[src/rtl/core_types_pkg.sv]
// core_types_pkg: shared types and constants for the memory stage.
package core_types_pkg;

  localparam logic [6:0] OP_LOAD  = 7'b0000011;
  localparam logic [6:0] OP_STORE = 7'b0100011;

  localparam logic [2:0] F3_B  = 3'b000;
  localparam logic [2:0] F3_H  = 3'b001;
  localparam logic [2:0] F3_W  = 3'b010;
  localparam logic [2:0] F3_BU = 3'b100;
  localparam logic [2:0] F3_HU = 3'b101;

  typedef enum logic [1:0] {
    IDLE     = 2'd0,
    REQ      = 2'd1,
    WAIT_RSP = 2'd2
  } mem_state_e;

  typedef enum logic [1:0] {
    SZ_BYTE = 2'd0,
    SZ_HALF = 2'd1,
    SZ_WORD = 2'd2
  } mem_size_e;

  typedef struct packed {
    logic        valid;
    logic [4:0]  rd;
    logic        reg_write;
    logic [31:0] pc;
    logic [31:0] inst;
    logic [31:0] result;
    logic [31:0] mem_addr;
    logic [31:0] mem_data;
    logic        mem_write;
  } execute_signals_t;

  typedef struct packed {
    logic        valid;
    logic [4:0]  rd;
    logic        reg_write;
    logic [31:0] data;
    logic [31:0] pc;
  } writeback_signals_t;

  // Access size from funct3; the unsigned bit (funct3[2]) does not change size.
  function automatic mem_size_e f3_size(input logic [2:0] f3);
    case (f3[1:0])
      2'b00:   return SZ_BYTE;
      2'b01:   return SZ_HALF;
      default: return SZ_WORD;
    endcase
  endfunction

endpackage

[src/rtl/mem_stage_a_load_align.sv]
// load_align: picks the addressed byte/halfword out of a load word and
// sign- or zero-extends it to 32 bits.
module load_align
  import core_types_pkg::*;
(
  input  logic [31:0] rdata,
  input  logic [1:0]  offset,
  input  logic [2:0]  funct3,
  output logic [31:0] data
);

  logic [7:0]  byte_sel;
  logic [15:0] half_sel;
  logic        sign_en;

  // Lane select then extension; funct3[2] marks the unsigned variants.
  always_comb begin
    case (offset)
      2'd0:    byte_sel = rdata[7:0];
      2'd1:    byte_sel = rdata[15:8];
      2'd2:    byte_sel = rdata[23:16];
      default: byte_sel = rdata[31:24];
    endcase
    half_sel = offset[1] ? rdata[31:16] : rdata[15:0];
    sign_en  = ~funct3[2];
    case (f3_size(funct3))
      SZ_BYTE: data = {{24{byte_sel[7] & sign_en}}, byte_sel};
      SZ_HALF: data = {{16{half_sel[15] & sign_en}}, half_sel};
      default: data = rdata;
    endcase
  end

endmodule

[src/rtl/mem_stage_a.sv]
// mem_stage_a: memory stage between execute and writeback. Non-memory ops
// pass through in one cycle; loads/stores go through a request/response
// handshake with a bounded wait for load data.
// Optional macro MEM_MISALIGN_CHECK_EN: refuse misaligned half/word accesses
// locally (misalign_err pulse) instead of issuing them with a truncated offset.
module mem_stage_a
  import core_types_pkg::*;
#(
  parameter int RSP_TIMEOUT = 64
) (
  input  logic               clk,
  input  logic               reset_n,
  input  execute_signals_t   ex_in,
  output logic               stall_out,
  output logic               dmem_req_valid,
  input  logic               dmem_req_ready,
  output logic [31:0]        dmem_req_addr,
  output logic               dmem_req_we,
  output logic [3:0]         dmem_req_be,
  output logic [31:0]        dmem_req_wdata,
  input  logic               dmem_rsp_valid,
  input  logic [31:0]        dmem_rsp_rdata,
  output writeback_signals_t wb_out,
  output logic               bus_err,
  output logic               misalign_err
);

  localparam int CNT_W = $clog2(RSP_TIMEOUT + 1);
  localparam logic [CNT_W-1:0] CNT_LAST = CNT_W'(RSP_TIMEOUT - 1);

  mem_state_e         state_q, state_d;
  logic [CNT_W-1:0]   cnt_q, cnt_d;
  writeback_signals_t wb_q, wb_d;
  logic               bus_err_q, bus_err_d;
  logic               misalign_err_q, misalign_err_d;

  logic [31:0] addr_q, addr_d;
  logic        we_q, we_d;
  logic [3:0]  be_q, be_d;
  logic [31:0] wdata_q, wdata_d;
  logic [1:0]  off_q, off_d;
  logic [2:0]  f3_q, f3_d;
  logic [4:0]  rd_q, rd_d;
  logic        rw_q, rw_d;
  logic [31:0] pc_q, pc_d;

  logic        is_load, is_store, is_mem;
  mem_size_e   size;
  logic        wr_nz;
  logic        reject;
  logic        cap_en;
  logic [31:0] load_data;
  logic        unused_ex;

  assign unused_ex = ^{ex_in.inst[31:15], ex_in.inst[11:7], ex_in.mem_write};

  // Decode the execute result into request fields; the offset is truncated
  // to the access size so misaligned halves/words land on their natural lanes.
  always_comb begin
    is_load  = (ex_in.inst[6:0] == OP_LOAD);
    is_store = (ex_in.inst[6:0] == OP_STORE);
    is_mem   = is_load | is_store;
    size     = f3_size(ex_in.inst[14:12]);
    wr_nz    = ex_in.reg_write & (ex_in.rd != 5'd0);
    addr_d   = {ex_in.mem_addr[31:2], 2'b00};
    we_d     = is_store;
    f3_d     = ex_in.inst[14:12];
    rd_d     = ex_in.rd;
    rw_d     = wr_nz & is_load;
    pc_d     = ex_in.pc;
    case (size)
      SZ_BYTE: begin
        off_d   = ex_in.mem_addr[1:0];
        be_d    = 4'b0001 << off_d;
        wdata_d = {4{ex_in.mem_data[7:0]}};
      end
      SZ_HALF: begin
        off_d   = {ex_in.mem_addr[1], 1'b0};
        be_d    = 4'b0011 << off_d;
        wdata_d = {2{ex_in.mem_data[15:0]}};
      end
      default: begin
        off_d   = 2'b00;
        be_d    = 4'b1111;
        wdata_d = ex_in.mem_data;
      end
    endcase
  end

`ifdef MEM_MISALIGN_CHECK_EN
  // Flag half/word accesses whose address is not naturally aligned.
  always_comb begin
    reject = 1'b0;
    if (size == SZ_HALF)      reject = ex_in.mem_addr[0];
    else if (size == SZ_WORD) reject = (ex_in.mem_addr[1:0] != 2'b00);
  end
`else
  assign reject = 1'b0;
`endif

  load_align u_load_align (
    .rdata  (dmem_rsp_rdata),
    .offset (off_q),
    .funct3 (f3_q),
    .data   (load_data)
  );

  // FSM next state, writeback record, error pulses and upstream stall.
  // Stall drops in the cycle that completes the operation so the execute
  // stage advances on the same edge the state returns to IDLE.
  always_comb begin
    state_d        = state_q;
    cnt_d          = cnt_q;
    wb_d           = '0;
    bus_err_d      = 1'b0;
    misalign_err_d = 1'b0;
    cap_en         = 1'b0;
    stall_out      = 1'b0;
    case (state_q)
      IDLE: begin
        if (ex_in.valid) begin
          if (!is_mem) begin
            wb_d.valid     = 1'b1;
            wb_d.rd        = ex_in.rd;
            wb_d.reg_write = wr_nz;
            wb_d.data      = ex_in.result;
            wb_d.pc        = ex_in.pc;
          end else if (reject) begin
            wb_d.valid     = 1'b1;
            wb_d.rd        = ex_in.rd;
            wb_d.pc        = ex_in.pc;
            misalign_err_d = 1'b1;
          end else begin
            cap_en    = 1'b1;
            stall_out = 1'b1;
            state_d   = REQ;
          end
        end
      end
      REQ: begin
        stall_out = 1'b1;
        if (dmem_req_ready) begin
          if (we_q) begin
            stall_out  = 1'b0;
            state_d    = IDLE;
            wb_d.valid = 1'b1;
            wb_d.rd    = rd_q;
            wb_d.pc    = pc_q;
          end else begin
            cnt_d   = '0;
            state_d = WAIT_RSP;
          end
        end
      end
      WAIT_RSP: begin
        stall_out = 1'b1;
        if (dmem_rsp_valid) begin
          stall_out      = 1'b0;
          state_d        = IDLE;
          wb_d.valid     = 1'b1;
          wb_d.rd        = rd_q;
          wb_d.reg_write = rw_q;
          wb_d.data      = load_data;
          wb_d.pc        = pc_q;
        end else if (cnt_q == CNT_LAST) begin
          stall_out  = 1'b0;
          state_d    = IDLE;
          bus_err_d  = 1'b1;
          wb_d.valid = 1'b1;
          wb_d.rd    = rd_q;
          wb_d.pc    = pc_q;
        end else begin
          cnt_d = cnt_q + CNT_W'(1);
        end
      end
      default: state_d = IDLE;
    endcase
    if (!reset_n) stall_out = 1'b0;
  end

  // Control state and registered outputs, cleared by reset.
  always_ff @(posedge clk) begin
    if (!reset_n) begin
      state_q        <= IDLE;
      cnt_q          <= '0;
      wb_q           <= '0;
      bus_err_q      <= 1'b0;
      misalign_err_q <= 1'b0;
    end else begin
      state_q        <= state_d;
      cnt_q          <= cnt_d;
      wb_q           <= wb_d;
      bus_err_q      <= bus_err_d;
      misalign_err_q <= misalign_err_d;
    end
  end

  // Request capture; held unchanged for the whole REQ/WAIT_RSP sequence.
  always_ff @(posedge clk) begin
    if (cap_en) begin
      addr_q  <= addr_d;
      we_q    <= we_d;
      be_q    <= be_d;
      wdata_q <= wdata_d;
      off_q   <= off_d;
      f3_q    <= f3_d;
      rd_q    <= rd_d;
      rw_q    <= rw_d;
      pc_q    <= pc_d;
    end
  end

  assign dmem_req_valid = (state_q == REQ);
  assign dmem_req_addr  = addr_q;
  assign dmem_req_we    = we_q;
  assign dmem_req_be    = be_q;
  assign dmem_req_wdata = wdata_q;
  assign wb_out         = wb_q;
  assign bus_err        = bus_err_q;
  assign misalign_err   = misalign_err_q;

endmodule

[config.mk]
export PLATFORM = sky130hd
export DESIGN_NAME = mem_stage_a
export DESIGN_NICKNAME = d
export VERILOG_FILES = /design/src/rtl/core_types_pkg.sv /design/src/rtl/mem_stage_a_load_align.sv /design/src/rtl/mem_stage_a.sv
export SDC_FILE = /design/constraint.sdc
export NUM_CORES = 1
export LEC_CHECK = 0
export CAP_MARGIN = 40
export CORE_MARGIN = 3
export CORE_UTILIZATION = 40
export CTS_BUF_LIST = sky130_fd_sc_hd__clkbuf_4 sky130_fd_sc_hd__clkbuf_8 sky130_fd_sc_hd__clkbuf_16
export DETAILED_ROUTE_END_ITERATION = 8
export DONT_BUFFER_PORTS = 1
export GPL_TIMING_DRIVEN = 0
export SETUP_SLACK_MARGIN = 0.1
export SYNTH_ARGS = -nofsm -noshare
export SYNTH_HDL_FRONTEND = slang
export SYNTH_SLANG_ARGS = --single-unit
[constraint.sdc]
create_clock -name clk -period 12.8 [get_ports clk]
set_clock_uncertainty 0.1 [all_clocks]
set_input_delay 1.28 -clock clk [delete_from_list [all_inputs] [get_ports clk]]
set_output_delay 1.28 -clock clk [all_outputs]
set_load 0.01 [all_outputs]
# [Yosys cells after proc, flatten, opt, wreduce, memory -nomap -nowiden]
# Cells that the tools add are included.
[classes] addsub=1 multipliers=0 div=0 n_lt_le_gt_ge=0 eq_ne=18 shift=2 muxes=46 n_bitwise=8 reduce_logical=11
[ops] cell="32-bit 2-to-1 mux" n=5
[ops] cell="32-bit case mux with 2 select lines" n=2
[ops] cell="32-bit case mux with 3 select lines" n=1
[ops] cell="71-bit 2-to-1 mux" n=1
[ops] cell="33-bit 2-to-1 mux" n=2
[ops] cell="33-bit case mux with 2 select lines" n=1
[ops] cell="6-bit 2-to-1 mux" n=5
[ops] cell="7-bit 2-to-1 mux" n=4
[ops] cell="8-bit case mux with 3 select lines" n=1
[ops] cell="6-bit case mux with 3 select lines" n=1
[ops] cell="16-bit 2-to-1 mux" n=1
[ops] cell="7-bit by 6-bit equality test with 1-bit output, second input constant" n=2
[ops] cell="7-bit case mux with 2 select lines" n=1
[ops] cell="2-bit by 1-bit equality test with 1-bit output, second input constant" n=6
[ops] cell="2-bit zero test" n=6
[ops] cell="2-bit 2-to-1 mux" n=6
[ops] cell="2-bit case mux with 2 select lines" n=3
[ops] cell="2-bit inequality test, second input constant" n=5
[ops] cell="1-bit 2-to-1 mux" n=9
[ops] cell="4-bit case mux with 2 select lines" n=1
[ops] cell="7-bit by 1-bit adder with 7-bit output, second input constant" n=1
[ops] cell="7-bit by 2-bit equality test with 1-bit output, second input constant" n=1
[ops] cell="2-bit case mux with 3 select lines" n=1
[ops] cell="5-bit AND reduction" n=1
[ops] cell="other kinds (13)" n=19
[totals] ff_bits=191 latchBits=0 ram_bits=0 romBits=0 input_bits=204 output_inout_bits=144 wordCells=103 n_memories=0

# [Longest topological paths before layout]
# Gate-level depths: netlist (run 1).
[logic_depth] depth_word=6 depth_mapped=8 ltp_nobuf=5

# [Cells and area by module]
# From an unflattened synthesis (run 1), not the netlist that was laid out.
[hier_totals] cells_unflattened=554 hier_area_um2=7362.1
[by_module_without_submodules] mod="mem_stage_a" instances=1 cells_per_inst=439 area_each_um2=6641.4 seq_area_each_um2=4924.7
[by_module_without_submodules] mod="load_align" instances=1 cells_per_inst=115 area_each_um2=720.7 seq_area_each_um2=0.0

# [Worst setup path before layout (run 1)]
# OpenSTA, ideal clock, no wires.
[synth_timing] path_kind="input -> output" start="input port ex_in[100] (netlist bit)" end="output port stall_out" t_arrival_ns=7.136 required_ns=11.420 path_slack_ns=4.284 stages=4 path_buffers=0 path_cell_list="nor4_1 > nand3_1 > nor2_1 > o311a_1"
[synth_between] elab_chain_cells=6 word_cells_on_any_way=7 cone_classes="eq/ne (2); mux (4); bitwise (1)"
[synth_rtl] element="start, declared" line_no="mem_stage_a.sv:13" text="input execute_signals_t ex_in,"
[synth_rtl] element="7-bit by 2-bit equality test with 1-bit output / 7-bit by 6-bit equality test with 1-bit output (equally long branches)" line_no="mem_stage_a.sv:60, mem_stage_a.sv:61"
[synth_rtl] element="1-bit bitwise OR (*)" line_no="mem_stage_a.sv:62" text="is_mem = is_load | is_store;"
[synth_rtl] element="1-bit 2-to-1 mux (*)" line_no="mem_stage_a.sv:122" text="if (!is_mem) begin"
[synth_rtl] element="1-bit 2-to-1 mux (*)" line_no="mem_stage_a.sv:121" text="if (ex_in.valid) begin"
[synth_rtl] element="1-bit case mux with 3 select lines (*)" line_no="mem_stage_a.sv:119" text="case (state_q)"
[synth_rtl] element="1-bit 2-to-1 mux (*)" line_no="mem_stage_a.sv:178" text="if (!reset_n) stall_out = 1'b0;"
[synth_rtl] element="end, declared" line_no="mem_stage_a.sv:14" text="output logic stall_out,"
# Mark *: on every way between the ends. The rest lies on a longest branch, timed or not.

# [Worst setup path in the final report (run 1)]
# Same ends and word-level chain as after synthesis.

==> results.py, run 1 <==
metrics = {
    "cts": {
        "clkTransAtPathRegs_ps": 70,
        "cts_buffers": 17,
        "cts_setup_buffers": 0,
        "cts_resized": 0,
        "cts_buffer_depth": 2,
        "clk_latency_ps": 420,
        "hold_buffers": 0,
        "cts_sinks": 191,
        "cts_root_buf": "clkbuf_16",
        "cts_tree": "yes",
        "h-tree-depth": 4,
    },
    "power_and_ir_drop": {
        "power.leakage_uw": 0.00276,
        "powerDensity_nw_per_um2": 154,
        "intPower_uw": 973,
        "ir_worst_vdd_mv": 0.0855,
        "sw_frac_of_total": 0.223,
        "power_frac_comb": 0.033,
        "seqPwrFrac": 0.536,
        "clock_power_share": 0.431,
        "p_sw_uw": 279,
    },
    "run_status": {
        "status": "complete, no violations",
    },
    "critical_path": {
        "arrival_ps": 3380,
        "required_ps": 11420,
        "worst_setup_path_end_kind": "primary output",
        "criticalPathCategory": "input port to primary output",
        "path_cells": "nor4_1 -> nand3_1 -> nor2_4 -> buf_12 -> o311a_1",
        "slowest_delay_ps": 720,
        "cp_max_fo": 27,
        "slowest_stage": "nor2_4",
        "cp-start-kind": "input port",
        "reg2reg_slack_ps": 10280,
    },
    "finish": {
        "diodes": 0,
        "drive_gt1_frac": 0.156,
        "final_cell_mix": "110 x edfxtp_1, 81 x dfxtp_1, 43 x a32o_1, 28 x nand2_1, 23 x o21ai_0",
        "multi_input_area_sq_um": 2030,
        "fin_util": 0.467,
        "nets": 736,
        "fillers": 1563,
        "syn2layout_area_growth_pct": 13.7,
        "final_common_cell": "edfxtp_1",
        "regArea_sq_um": 4920,
    },
    "global_route": {
        "grt_overflow": 0,
        "grt_pass1_wl_mm": 29.7,
        "antenna_found_initial": 1,
        "grt_pass1_vias": 4724,
        "grt_use_total": 0.199,
        "grt_max_degree": 38,
    },
    "synth": {
        "yosysSeqAreaShare": 0.690,
        "ys_warn_count": 0,
        "syn-instance-count": 505,
        "synth-main-ff-cell": "edfxtp_1",
        "synth-async-reset-ratio": 0,
        "avgSynthCellArea_sq_um": 14.1,
        "synthesis.area_sq_um": 7140,
        "synth_cell_types": 50,
        "synth_enable_flop_cells": 110,
        "ys_ff_latch": 191,
    },
    "hold_path": {
        "hold_class": "flip-flop to flip-flop",
    },
    "sta": {
        "tightest_slew_ps": 843,
        "hold_viol": 0,
        "setup_viol": 0,
        "setup-tns-final_ps": 0,
        "slew_viol_final": 0,
        "fmax_mhz": 210,
        "fin_crit_ps": 4760,
        "slew_headroom": 0.437,
        "finalCritPeriodShare": 0.372,
        "rsz0062_at_grt": "false",
    },
    "floorplan": {
        "die_area_sq_um": 19500,
        "dieHeight_microns": 140,
        "core-area_sq_um": 17400,
        "die-width_microns": 140,
        "ios": 348,
        "initial_core_util": 0.411,
        "core.rowCount": 48,
    },
    "placement": {
        "io_buffers": 0,
        "routabilityCongestion": 0.915,
        "hpwl_mm": 15.1,
    },
    "detailed_routing": {
        "routed_wl_mm": 20.0,
        "wl_per_cell_microns": 26.0,
        "num_vias": 4642,
        "viasPerCell": 6.04,
        "first_pass_iters": 5,
        "drt_iter0_markers": 336,
        "drc": 0,
        "detail-route-antenna-nets": 0,
    },
    "run": {
        "drv_cap": 0,
    },
}
cells in the mapped netlist (2+ instances only):
cell      number  area share
nor3_1         5      0.0035
a31o_2         6      0.0074
mux2_2        16       0.025
o21ai_1        3      0.0021
buf_4          8      0.0084
o31ai_1        3      0.0032
nand2b_1       5      0.0044
a31oi_1        2      0.0018
a221o_1       16       0.022
inv_1          2      0.0011
a22oi_1        8      0.0084
o21ai_0       23       0.016
nor4_1         2      0.0018
buf_2         10      0.0070
a32o_1        43       0.060
nand3_1        7      0.0049
clkbuf_1      19       0.010
o21a_1         8      0.0084
o21bai_1       7      0.0074
dfxtp_1       81        0.23
a21boi_0       2      0.0021
and2_1         4      0.0035
nor2_1        18      0.0095
or4_1          2      0.0021
and3_1         5      0.0044
nand3b_1       3      0.0032
a21oi_1       12      0.0084
edfxtp_1     110        0.46
mux2i_1        9       0.013
nor2b_1       12       0.011
nand2_1       28       0.015
or3_1          8      0.0070
stage by stage:
| stage | power, uW | setup WS (ps) | hold WS (ps) | std cells | area (sq um) |
|---|---|---|---|---|---|
| after CTS | 1260 | 8020 | 374 | 768 | 8100 |
| after detailed placement | 727 | 8020 | 358 | 736 | 7500 |
| after global placement | 725 | 2420 | 348 | 732 | 7420 |
| after floorplan | 714 | 4280 | 323 | 507 | 7140 |
| after global routing | 1290 | 7860 | 404 | 769 | 8110 |
| final | 1250 | 8040 | 386 | 769 | 8110 |
metal layers:
| metal | part of all wire | vias to the layer above | track usage |
|---|---|---|---|
| li1 | - | 2019 | - |
| met1 | 0.38 | 2323 | 0.241 |
| met2 | 0.50 | 271 | 0.331 |
| met3 | 0.099 | 27 | 0.0725 |
| met4 | 0.020 | 2 | 0.0648 |
| met5 | 0.00065 | - | 0 |
cell type report:
class | count | share of cell area
sequential | 191 | 0.607
multi-input combinational | 276 | 0.250
clock buffer | 20 | 0.0575
buffer | 38 | 0.0238
tap | 225 | 0.0347
inverter | 2 | 0.000926
timing repair buffer | 5 | 0.00926
clock inverter | 12 | 0.0168
worst max-delay path, delay by kind of cell:
family / cells / cell delay (ps)
and+or+nand+nor: 3 / 1580
buffers and inverters: 1 / 270
AOI/OAI and AO/OA: 1 / 240
cell families after synthesis:
logic type      synth area share
simple gates              0.0805
buf+inv                   0.0281
mux                       0.0410
compound gates             0.157
other cells             0.000526
flops                      0.690
fa+ha+maj                0.00175
xor+xnor                 0.00123
final timing paths:
| check | startpoint | endpoint | depth (start not counted) |
|---|---|---|---|
| setup / recovery | ex_in[100] | stall_out | 5 |
| hold / removal | cnt_q[6] | cnt_q[6] | 2 |
| setup reg to reg | state_q[1] | dmem_req_addr[24] | 5 |
| hold reg to reg | cnt_q[6] | cnt_q[6] | 2 |
registers in the layout, summed over array words and instances (netlist names):
| register | flops |
|---|---|
| pc_q | 32 |
| dmem_req_wdata | 32 |
| dmem_req_we | 1 |
| cnt_q | 7 |
| wb_out | 71 |
| dmem_req_be | 4 |
| dmem_req_addr | 30 |
| f3_q | 3 |
| rd_q | 5 |
| rw_q | 1 |
| off_q | 2 |
| bus_err | 1 |
| state_q | 2 |
power by group through the flow:
| stage | combinational, uW | clock [uW] | sequential [uW] |
|---|---|---|---|
| after detailed placement | 41.5 | 0 | 685 |
| after global placement | 39.5 | 0 | 686 |
| after CTS | 41.5 | 551 | 671 |
| after global routing | 45.4 | 577 | 671 |
| final | 41.1 | 540 | 671 |
| after floorplan | 31.3 | 0 | 683 |
Note: power is estimated with default switching activity, not from simulation.
==> run 2: changes to the inputs <==
Clock period 12.8 ns to 4.1 ns, I/O delays scaled along.
==> run 2 against run 1 <==
  * Sequential power grew to 3.1 times the previous value
  * Global-route usage rose by 1.4 points
  * Combinational power rose to 5.1 times the previous value
  * Clock power grew to 3.3 times the previous value
  * Sequential share of layout area fell by 6.8 points
  * Worst setup slack worse by 6800 ps
  * Die area stayed put
  * Critical path type unchanged
  * Largest power group unchanged
  * Highest routed layer is now met4
==> results.py, run 2 (synthesis results as in run 1) <==
metrics = {
    "critical_path": {
        "slowest_stage": "nor2_4",
        "worst_setup_path_end_kind": "primary output",
        "cp_max_fo": 28,
        "reg2regPathDepth": 7,
        "path_cells": "nor4_1 -> nand3_1 -> nor2_4 -> o311a_1",
        "required_ps": 3590,
        "criticalPathCategory": "input port to primary output",
        "slowest_delay_ps": 760,
        "cp-start-kind": "input port",
        "arrival_ps": 2380,
    },
    "hold_path": {
        "holdPathStages": 2,
        "hold_class": "input port to flip-flop",
    },
    "placement": {
        "pre_cts_slack_ps": 1090,
        "hpwl_mm": 14.8,
        "routabilityCongestion": 0.972,
        "place_inst": 735,
        "io_buffers": 0,
    },
    "cts": {
        "cts_tree": "yes",
        "cts_buffer_depth": 2,
        "clk_latency_ps": 430,
        "cts_resized": 0,
        "h-tree-depth": 4,
        "clkTransAtPathRegs_ps": 70,
        "cts_sinks": 191,
        "cts_root_buf": "clkbuf_16",
        "cts_buffers": 17,
    },
    "detailed_routing": {
        "drt_iter0_markers": 378,
        "viasPerCell": 5.72,
        "num_vias": 4956,
        "wl_per_cell_microns": 24.1,
        "detail-route-antenna-nets": 0,
        "drc": 0,
        "first_pass_iters": 5,
        "routed_wl_mm": 20.9,
    },
    "power_and_ir_drop": {
        "seqPwrFrac": 0.511,
        "power_frac_comb": 0.051,
        "sw_frac_of_total": 0.213,
        "ir_worst_vdd_mv": 0.275,
        "powerDensity_nw_per_um2": 449,
        "intPower_uw": 3230,
        "clock_power_share": 0.438,
        "power.leakage_uw": 0.00319,
        "p_sw_uw": 876,
    },
    "sta": {
        "slew_headroom": 0.395,
        "finalCritPeriodShare": 0.706,
        "fmax_mhz": 346,
        "slew_viol_final": 0,
        "tightest_slew_ps": 905,
        "setup_viol": 0,
        "fin_crit_ps": 2890,
        "hold_viol": 0,
        "fin_ws_ps": 1210,
        "rsz0062_at_grt": "false",
    },
    "run_status": {
        "status": "complete, no violations",
    },
    "floorplan": {
        "dieHeight_microns": 140,
        "core.rowCount": 48,
        "core-area_sq_um": 17400,
        "initial_core_util": 0.411,
        "ios": 348,
        "die-width_microns": 140,
        "die_area_sq_um": 19500,
    },
    "global_route": {
        "grt_use_total": 0.213,
        "grt_pass1_vias": 5270,
        "grt_pass1_wl_mm": 31.9,
        "grt_max_degree": 38,
        "grt_overflow": 0,
        "antenna_found_initial": 0,
    },
    "finish": {
        "multi_input_area_sq_um": 2030,
        "nets": 834,
        "syn2layout_area_growth_pct": 28.0,
        "largest_register_ffs": 71,
        "final_common_cell": "edfxtp_1",
        "fillers": 1414,
        "regArea_sq_um": 4920,
        "final_cell_mix": "110 x edfxtp_1, 100 x dlygate4sd3_1, 81 x dfxtp_1, 43 x a32o_1, 28 x nand2_1",
        "final_cells": 867,
        "drive_gt1_frac": 0.129,
        "diodes": 0,
    },
    "run": {
        "drv_cap": 0,
    },
}
-- run 2: changes by cell type in the layout (fill, tap and decap cells not counted), sizes merged --
cell	before	now
dlygate4sd3	0	100
inv	10	9
clkinv	3	0
bufinv	1	3
buf	24	22
clkinvlp	0	1
clkbuf	39	40
-- run 2: path summary, 6_finish.rpt --
check	startpoint	end	slack, ps
setup / recovery	ex_in[100]	stall_out	1210
hold / removal	dmem_rsp_rdata[9]	wb_out[41]	9
setup reg to reg	state_q[0]	wb_out[58]	1310
hold reg to reg	cnt_q[6]	cnt_q[6]	380
-- run 2: worst max-delay path: cells and delay by family --
kind | cells | cell delay, ps
AO/OA/AOI/OAI | 1 | 310
AND/OR/NAND/NOR | 3 | 1650
-- run 2: repair_timing --
item | in CTS | in global routing
hold buffers | 97 | 3
hold endpoints to repair | 115 | 3
setup buffers | 0 | 0
-- run 2: power by group through the flow --
stage          registers (uW)  clock network [uW]  logic [uW]
2_1_floorplan            2130                   0        98.2
3_3_place_gp             2140                   0         123
3_5_place_dp             2140                   0         128
4_1_cts                  2100                1830         208
5_1_grt                  2100                1900         230
6_report                 2100                1800         211
-- run 2: area by class of cell --
type                       count  share of cell area
sequential                   191               0.539
multi-input combinational    276               0.222
timing repair buffer         103               0.116
clock buffer                  21              0.0525
tap                          225              0.0308
buffer                        38              0.0211
clock inverter                11              0.0177
inverter                       2            0.000822
-- run 2: stage by stage --
step	TNS [ps]	hold slack (ps)	cell area, sq um	utilization	power (uW)
floorplan	0	323	7150	-	2230
global placement	-309	349	7430	0.428	2260
detailed placement	0	369	7490	0.432	2270
CTS	0	0.0775	9100	0.525	4130
global route	0	1.78	9130	0.526	4230
finish	0	9.46	9130	0.526	4100
-- run 2: layer usage --
metal  vias to the layer above  track usage  part of all wire
li1                       2218            -                 -
met1                      2450        0.251              0.38
met2                       256        0.363              0.52
met3                        32       0.0735             0.084
met4                         0       0.0739             0.023
met5                         -            0                 0
==> run 3: changes to the inputs <==
Clock period 4.1 ns to 2.4 ns, I/O delays scaled along.
==> run 3 against run 2 <==
  * The flow now stops in clock tree synthesis
  * Synthesized area is the same
  * Synthesized cell count is the same
==> results.py, run 3 <==
metrics = {
    "cts": {
        "hold_buffers": 155,
        "cts_resized": 1,
        "cts_buffers": 17,
        "cts_setup_buffers": 1,
        "cts_buffer_depth": 2,
        "cts_root_buf": "clkbuf_16",
        "cts_sinks": 191,
        "h-tree-depth": 4,
    },
    "synth": {
        "synth_enable_flop_cells": 110,
        "syn-instance-count": 505,
        "synth_fa_ha_area_frac": 0.00175,
        "synth-simple-area-share": 0.0805,
        "synthesis.area_sq_um": 7140,
        "yosysSeqAreaShare": 0.690,
        "synth_compound_area_frac": 0.157,
        "ys_ff_latch": 191,
        "avgSynthCellArea_sq_um": 14.1,
        "synth-async-reset-ratio": 0,
        "synth_top_area_share": 0.463,
        "synth_common_cells": "110 x edfxtp_1, 81 x dfxtp_1, 43 x a32o_1",
        "yosysTopAreaCell": "edfxtp_1",
        "synthXorXnorAreaFrac": 0.00123,
        "synth_cell_types": 50,
        "ys_warn_count": 0,
        "synth.area.top_cells": "edfxtp_1 46%, dfxtp_1 23%, a32o_1 6.0%, mux2_2 2.5%, a221o_1 2.2%",
        "yosysMostFrequentCell": "edfxtp_1",
        "synthMuxAreaShare": 0.0410,
        "synth_top_family_by_area": "compound AO/OA/AOI/OAI gates",
        "synth-main-ff-cell": "edfxtp_1",
    },
    "run_status": {
        "status": "stopped before the end",
        "firstError": "[ERROR RSZ-0060] Max buffer count reached.",
        "failing_step": "clock tree synthesis",
    },
    "placement": {
        "hpwl_mm": 15.1,
        "io_buffers": 0,
        "routabilityCongestion": 0.943,
    },
    "floorplan": {
        "ios": 348,
        "dieHeight_microns": 140,
        "initial_core_util": 0.411,
        "die-width_microns": 140,
        "core.rowCount": 48,
    },
}
==> run 3: per-stage QoR <==
stage                     utilization  instance area (sq um)  setup WS (ps)  instances  setup TNS [ps]
after detailed placement        0.435                   7550           31.8        737               0
after global placement          0.429                   7450          -1390        732         -139510
after floorplan                     -                   7170           -778        507          -72330
==> run 3: cells by family after synthesis <==
logic type               count (synthesis)
AND/OR/NAND/NOR                        107
AO/OA/AOI/OAI                          138
XOR/XNOR                                 1
flip-flops                             191
adder cells (fa/ha/maj)                  1
other                                    1
buffers and inverters                   40
multiplexers                            26
==> run 4: changes to the inputs <==
Settings changed: CORE_UTILIZATION 40 to 25, CTS_BUF_LIST sky130_fd_sc_hd__clkbuf_4 sky130_fd_sc_hd__clkbuf_8 sky130_fd_sc_hd__clkbuf_16 to not set, PLACE_DENSITY_LB_ADDON set to 0.15, SETUP_SLACK_MARGIN 0.1 to not set.
Clock period 2.4 ns to 3.1 ns, I/O delays scaled along.
==> run 4 against run 3 <==
  * The flow now finishes without violations
==> results.py, run 4 (synthesis results as in run 1) <==
metrics = {
    "run_status": {
        "status": "complete, no violations",
    },
    "cts": {
        "cts_root_buf": "clkbuf_16",
        "cts_resized": 0,
        "cts_buffers": 17,
        "cts_buffer_depth": 2,
        "clk_latency_ps": 420,
        "h-tree-depth": 4,
        "cts_tree": "yes",
        "clkTransAtPathRegs_ps": 80,
        "cts_sinks": 191,
    },
    "finish": {
        "diodes": 0,
        "final_area_sq_um": 10000,
        "nets": 900,
        "fin_util": 0.358,
        "final_common_cell": "dlygate4sd3_1",
        "syn2layout_area_growth_pct": 40.2,
        "final_cell_mix": "163 x dlygate4sd3_1, 110 x edfxtp_1, 81 x dfxtp_1, 43 x a32o_1, 28 x nand2_1",
        "drive_gt1_frac": 0.121,
        "largest_register_ffs": 71,
    },
    "global_route": {
        "grt_use_total": 0.153,
        "grt.busiest_layer": "met2",
        "grt_pass1_wl_mm": 35.5,
        "met3_usage": 0.0454,
        "groute.layer.met2.usage": 0.266,
        "antenna_found_initial": 1,
        "grt_pass1_vias": 5645,
        "grt_overflow": 0,
        "grtUsageMet1": 0.182,
        "grt_max_degree": 31,
    },
    "placement": {
        "place_area_sq_um": 7750,
        "routabilityCongestion": 0.802,
        "pre_cts_slack_ps": 674,
        "io_buffers": 0,
        "hpwl_mm": 17.0,
    },
    "power_and_ir_drop": {
        "powerDensity_nw_per_um2": 546,
        "power.leakage_uw": 0.00347,
        "ir_worst_vdd_mv": 0.277,
    },
    "detailed_routing": {
        "drc": 0,
        "num_vias": 5245,
        "viasPerCell": 4.83,
        "first_pass_iters": 7,
        "routed_wl_mm": 24.0,
        "wl_per_cell_microns": 22.1,
        "drt_iter0_markers": 284,
        "detail-route-antenna-nets": 0,
    },
    "sta": {
        "tightest_slew_ps": 884,
        "rsz0062_at_grt": "false",
        "slew_viol_final": 0,
        "holdWs_ps": 20.5,
        "hold_viol": 0,
        "fmax_mhz": 346,
        "fin_crit_ps": 2890,
        "finalCritPeriodShare": 0.931,
        "fin_ws_ps": 213,
        "slew_headroom": 0.406,
        "setup-tns-final_ps": 0,
        "setup_viol": 0,
    },
    "floorplan": {
        "die-width_microns": 175,
        "core-area_sq_um": 27900,
        "ios": 348,
        "initial_core_util": 0.255,
        "die_area_sq_um": 30600,
        "core.rowCount": 61,
        "dieHeight_microns": 175,
    },
    "run": {
        "drv_cap": 0,
    },
    "critical_path": {
        "required_ps": 3370,
        "cp-start-kind": "flip-flop",
        "criticalPathCategory": "flip-flop to flip-flop",
        "arrival_ps": 3160,
        "worst_setup_path_end_kind": "flip-flop",
        "reg2reg_to": "wb_out[56]",
        "cp_max_fo": 10,
        "timing.rr.start": "state_q[0]",
        "reg2reg_slack_ps": 210,
        "reg2regPathDepth": 7,
    },
    "hold_path": {
        "holdPathStages": 2,
        "hold_class": "input port to flip-flop",
        "min_from": "ex_in[32]",
        "min_to": "dmem_req_wdata[31]",
    },
}
run 4: worst max-delay path, stage by stage, from the launching register on:
cell,delay (ps)
dfxtp_1,350
and4b_1,260
buf_2,250
nand2b_1,120
nor4_2,740
buf_4,330
a221o_1,130
dlygate4sd3_1,550
run 4: worst max path at each step:
stage	cells past startpoint	start	slack, ps	to
after floorplan	4	state_q[1]	-200	stall_out
after global placement	4	ex_in[100]	-1020	stall_out
after detailed placement	7	reset_n	670	wb_out[61]
after CTS	7	state_q[0]	200	wb_out[63]
after global routing	7	state_q[0]	60	wb_out[56]
final	7	state_q[0]	210	wb_out[56]
run 4: where the power goes:
part / total (uW) / leakage (uW) / switching [uW] / internal, uW
Sequential: 2770 / 0.00165 / 45.5 / 2730
Clock: 2340 / 0.000302 / 1090 / 1260
Combinational: 353 / 0.00152 / 140 / 214
run 4: layout make-up:
class / count / area (sq um)
plain buffers: 38 / 196
clock inverters: 12 / 173
repair buffers: 169 / 1740
fillers: 2734 / 17900
flip-flops and latches: 191 / 4920
clock buffers: 20 / 447
inverters: 2 / 7.51
multi-input cells: 276 / 2050
well taps: 378 / 473
run 4: layer usage:
layer / part of all wire / routed length, microns
met5: 0.00029 / 7
met4: 0.019 / 449
met3: 0.072 / 1730
met2: 0.51 / 12200
met1: 0.40 / 9600
run 4: repair_timing:
item | 4_1_cts | 5_1_grt
hold endpoints to repair | 176 | 1
hold buffers | 161 | 2
buffers inserted | 0 | 0
run 4: through the flow:
| stage | cells | power (uW) |
|---|---|---|
| 2_1_floorplan | 507 | 2950 |
| 3_3_place_gp | 885 | 3000 |
| 3_5_place_dp | 891 | 3010 |
| 4_1_cts | 1084 | 5540 |
| 5_1_grt | 1086 | 5680 |
| 6_report | 1086 | 5470 |
